## config.mk

```make
export PLATFORM = sky130hd
export DESIGN_NAME = led_fader
export DESIGN_NICKNAME = d
export VERILOG_FILES = /design/src/rtl/led_fader_pkg.sv /design/src/rtl/led_fader_chan.sv /design/src/rtl/led_fader.sv
export SDC_FILE = /design/constraint.sdc
export NUM_CORES = 1
export LEC_CHECK = 0
export CORE_MARGIN = 2
export CORE_UTILIZATION = 60
export CTS_CLUSTER_DIAMETER = 30
export CTS_CLUSTER_SIZE = 16
export DETAILED_ROUTE_END_ITERATION = 8
export PLACE_DENSITY = 0.92
export SLEW_MARGIN = 20
export SYNTH_ARGS = -nofsm -noshare
export SYNTH_HDL_FRONTEND = slang
export SYNTH_SLANG_ARGS = --single-unit
```

## constraint.sdc

```tcl
create_clock -name clock -period 3 [get_ports clock]
set_input_delay 0.75 -clock clock [delete_from_list [all_inputs] [get_ports clock]]
set_output_delay 0.75 -clock clock [all_outputs]
set_load 0.005 [all_outputs]
```

## src/rtl/led_fader_pkg.sv

```systemverilog
// Shared constants for the LED fader: channel count and the default brightness width.
package led_fader_pkg;

    localparam int unsigned NCHAN     = 8;
    localparam int unsigned MXBRT_DEF = 4;
    localparam logic [MXBRT_DEF-1:0] BMAX = '1;

endpackage

```

## src/rtl/led_fader_chan.sv

```systemverilog
// One fader channel: brightness register with load/decay/clear and its PWM output flop.
module led_fader_chan
    import led_fader_pkg::*;
#(
    parameter int unsigned MXBRT = MXBRT_DEF
) (
    input  logic             clock,
    input  logic             reset_n,
    input  logic             enable_i,
    input  logic             load_i,
    input  logic             tick_i,
    input  logic [MXBRT-1:0] pwm_i,
    output logic             led_o,
    output logic             lit_c
);

    localparam logic [MXBRT-1:0] BFULL = '1;

    logic [MXBRT-1:0] bright_q, bright_d;
    logic             led_q, led_d;

    // Clear beats load, load beats decay; decay saturates at zero.
    always_comb begin
        bright_d = bright_q;
        if (!enable_i) begin
            bright_d = '0;
        end else if (load_i) begin
            bright_d = BFULL;
        end else if (tick_i && (bright_q != '0)) begin
            bright_d = bright_q - MXBRT'(1);
        end
        led_d = (bright_q == BFULL) || (pwm_i < bright_q);
    end

    always_ff @(posedge clock or negedge reset_n) begin
        if (!reset_n) begin
            bright_q <= '0;
            led_q    <= 1'b0;
        end else begin
            bright_q <= bright_d;
            led_q    <= led_d;
        end
    end

    assign led_o = led_q;
    assign lit_c = (bright_q != '0);

endmodule

```

## src/rtl/led_fader.sv

```systemverilog
// Eight-channel LED fader: sampled one-hot pattern loads channels to full, a prescaled tick decays them.
module led_fader
    import led_fader_pkg::*;
#(
    parameter int unsigned MXPRE = 16,
    parameter int unsigned MXBRT = MXBRT_DEF
) (
    input  logic             clock,
    input  logic             reset_n,
    input  logic [NCHAN-1:0] pattern,
    input  logic             enable,
    input  logic [1:0]       decay_rate,
    output logic [NCHAN-1:0] led,
    output logic             glow
);

    localparam int unsigned PW = MXPRE + 1;

    logic [NCHAN-1:0] pat_q;
    logic [MXBRT-1:0] pwm_q;
    logic [MXPRE-1:0] pre_q, pre_d;
    logic [PW-1:0]    pre_sum_c;
    logic             tick_c;
    logic             glow_q;
    logic [NCHAN-1:0] lit_c;

    // Prescaler carry-out is the decay tick; both freeze while disabled.
    always_comb begin
        pre_sum_c = PW'(pre_q) + PW'(decay_rate) + PW'(1);
        tick_c    = enable & pre_sum_c[MXPRE];
        pre_d     = pre_q;
        if (enable) begin
            pre_d = pre_sum_c[MXPRE-1:0];
        end
    end

    always_ff @(posedge clock or negedge reset_n) begin
        if (!reset_n) begin
            pat_q  <= '0;
            pwm_q  <= '0;
            pre_q  <= '0;
            glow_q <= 1'b0;
        end else begin
            pat_q  <= pattern;
            pwm_q  <= pwm_q + MXBRT'(1);
            pre_q  <= pre_d;
            glow_q <= |lit_c;
        end
    end

    for (genvar g = 0; g < NCHAN; g++) begin : g_chan
        led_fader_chan #(.MXBRT(MXBRT)) u_chan (
            .clock    (clock),
            .reset_n  (reset_n),
            .enable_i (enable),
            .load_i   (pat_q[g]),
            .tick_i   (tick_c),
            .pwm_i    (pwm_q),
            .led_o    (led[g]),
            .lit_c    (lit_c[g])
        );
    end

    assign glow = glow_q;

endmodule

```

==> flow_summary.json <==
{
  "antenna_found_initial": 0,
  "start_util_pct": 62.1,
  "clock.fmax_ghz": 0.342,
  "antenna_left": 0,
  "io_buffers": 21,
  "synth_compound_area_share_pct": 14.8,
  "finalClockSkew_ns": 0.00871,
  "vdd_ir_drop_max_v": 0.000449,
  "post_drt_wl_per_cell_um": 17.2,
  "synth_edf_count": 0,
  "totalWireLength_mm": 9.21,
  "rows": 30,
  "fillers": 528,
  "fin_nets": 504,
  "drt_iter0_markers": 249,
  "register_area_mm2": 0.00173,
  "whs_ns": 0.458,
  "wl_met1_mm": 3.86,
  "synth_common_cells": "69 x dfrtp_1, 51 x ha_1, 41 x inv_1, 33 x nor3_1, 18 x nand3_1",
  "diodes": 0,
  "preCtsSetupSlack_ns": -0.319,
  "ys.flop_type": "dfrtp_1",
  "ys_warn_count": 0,
  "ctsResizeCount": 0,
  "async_reset_ff_share_pct": 100,
  "rsz0062_at_grt": "no",
  "outcome": "finished, final reports clean",
  "drc": 0,
  "hold_class": "in -> async",
  "yosys.area_share.simple_pct": 18.5,
  "dr.pass1.iters": 5,
  "cts_max_level": 3,
  "path_clk_slew_ns": 0.07,
  "vias": 3339,
  "setup_viol": 0,
  "syn_area_per_cell_um2": 10.1,
  "dieArea_mm2": 0.00776,
  "cp.required_ns": 3.24,
  "overflow": 0,
  "multiInputGateArea_mm2": 0.00226,
  "clock_path_buffers": 2,
  "hpwl_mm": 6.15,
  "ios": 22,
  "clkSinkCount": 69,
  "endpoint_kind": "register",
  "cts_buffers": 9,
  "syn-instance-count": 420,
  "startpoint_type": "input port",
  "worstPathArrival_ns": 3.16,
  "synth_area_leaders": "dfrtp_1 41%, ha_1 15%, nor3_1 3.9%",
  "placed_area_mm2": 0.00453,
  "powerDensity_mw_per_mm2": 498,
  "die-height_um": 88.1,
  "first_global_vias": 3273,
  "maxCapViolations": 0,
  "grt_pass1_wl_mm": 15.1,
  "synth_top_family_by_area": "simple AND/OR/NAND/NOR gates",
  "layout-drive-gt1-share_pct": 7.26,
  "fin_area_mm2": 0.00475,
  "wl_met2_mm": 4.74,
  "grt_util_all_layers_pct": 25.3,
  "fin_ws_ns": 0.0756,
  "period_minus_slack_ns": 2.92,
  "fin_crit_sh_pct": 97.5,
  "place.gp.congestion": 0.844,
  "synth_xor_area_share_pct": 3.30,
  "synth.mux.area_fraction_pct": 0.472,
  "power_mw": 2.36,
  "synth-seq-cells": 69,
  "top_layer": "met4",
  "postCtsSetupBuffers": 0,
  "synth.top_cell.area_share_pct": 40.7,
  "synth_cell_type_count": 41,
  "yosysMostFrequentCell": "dfrtp_1",
  "hold_viol": 0,
  "utilization_pct": 69.5,
  "holdBufCountCts": 0,
  "synth-seq-area-share_pct": 40.7,
  "drv_slew": 0,
  "synth_top_cell_by_area": "dfrtp_1",
  "grt_max_degree": 40,
  "die_w_um": 88.1,
  "core_mm2": 0.00683,
  "clkLatencyLatePin_ns": 0.35,
  "mappedNetlistArea_mm2": 0.00425,
  "synth_fa_ha_area_share_pct": 15.5,
  "area_delta_synth_final_pct": 11.8,
  "tightest_slew_ns": 0.738,
  "viasPerCell": 6.22,
  "dr_wl_met3_um": 389,
  "cts-root-buf": "clkbuf_8",
  "critPathKind": "in -> reg",
  "crit_fanout": 5,
  "cts_tree": "yes",
  "p_leak_nw": 2.23,
  "slew_headroom_pct": 50.8,
  "syn-num-nets": 485
}
-- worst max-delay path, cell delays in order --
cell	delay, ns
clkdlybuf4s50_1	0.45
inv_1	0.04
ha_1	0.22
fa_2	0.35
nand4b_4	0.18
buf_4	0.17
nor4_4	0.41
buf_2	0.24
a21oi_1	0.08
o31a_1	0.28
-- routing by layer --
| layer | up-vias | track usage [%] |
|---|---|---|
| li1 | 1564 | - |
| met1 | 1654 | 29.9 |
| met2 | 99 | 44.4 |
| met3 | 22 | 6.41 |
| met4 | 0 | 9.37 |
| met5 | - | 0 |
-- report_power, final --
group | internal, mW | switching, mW | total [mW]
clock | 0.414 | 0.349 | 0.764
combinational | 0.214 | 0.227 | 0.441
sequential | 1.03 | 0.124 | 1.16
-- layout make-up --
class                   count  share of cell area (%)
clock inverters             2                   0.738
flip-flops and latches     69                    36.4
repair buffers             32                    6.35
multi-input cells         286                    47.6
clock buffers              11                    3.19
inverters                  41                    3.24
well taps                  96                    2.53
-- worst paths after layout --
kind	to	cells after the start	slack (ns)	startpoint
hold / removal	pat_q[0]$_DFF_PN0_	1	0.46	reset_n
min in group clock	pre_q[15]$_DFFE_PN0P_	1	0.48	pre_q[15]$_DFFE_PN0P_
setup reg to reg	g_chan[4].u_chan.bright_q[3]$_DFFE_PN0P_	9	0.59	pre_q[0]$_DFFE_PN0P_
setup / recovery	g_chan[4].u_chan.bright_q[3]$_DFFE_PN0P_	10	0.08	decay_rate[0]
max in group asynchronous	pat_q[5]$_DFF_PN0_	2	1.88	reset_n
hold reg to reg	pre_q[15]$_DFFE_PN0P_	1	0.48	pre_q[15]$_DFFE_PN0P_
-- flip-flops by register name, indices dropped and copies added (netlist names) --
signal,cells
g_chan.u_chan.bright_q,32
pre_q,16
pwm_q,4
glow,1
pat_q,8
g_chan.u_chan.led_o,8
-- per-stage QoR --
step,setup TNS (ns),instances
5_1_grt,0,537
6_report,0,537
3_5_place_dp,-7.69,522
4_1_cts,0,535
2_1_floorplan,0,420
3_3_place_gp,-5.71,522
-- cell usage in the layout, fill, tap and decap left out, types with 11 or more instances in the layout --
cell / instances
ha_1: 51
dfrtp_1: 69
o31ai_1: 15
a21oi_1: 16
o31a_1: 14
and3_1: 13
nor2_1: 13
nand3_1: 18
clkbuf_8: 11
clkdlybuf4s50_1: 20
nor3_1: 33
inv_1: 41
o21ai_0: 16
-- cells by family (layout without fill, tap and decap cells) --
group,after synthesis,count (layout)
and+or+nand+nor,127,127
AOI/OAI and AO/OA,89,89
DFF,69,69
buffers and inverters,65,86
adders and majority gates,52,52
xor gates and xnor gates,16,16
muxes,2,2
Note: power is estimated with default switching activity, not from simulation.
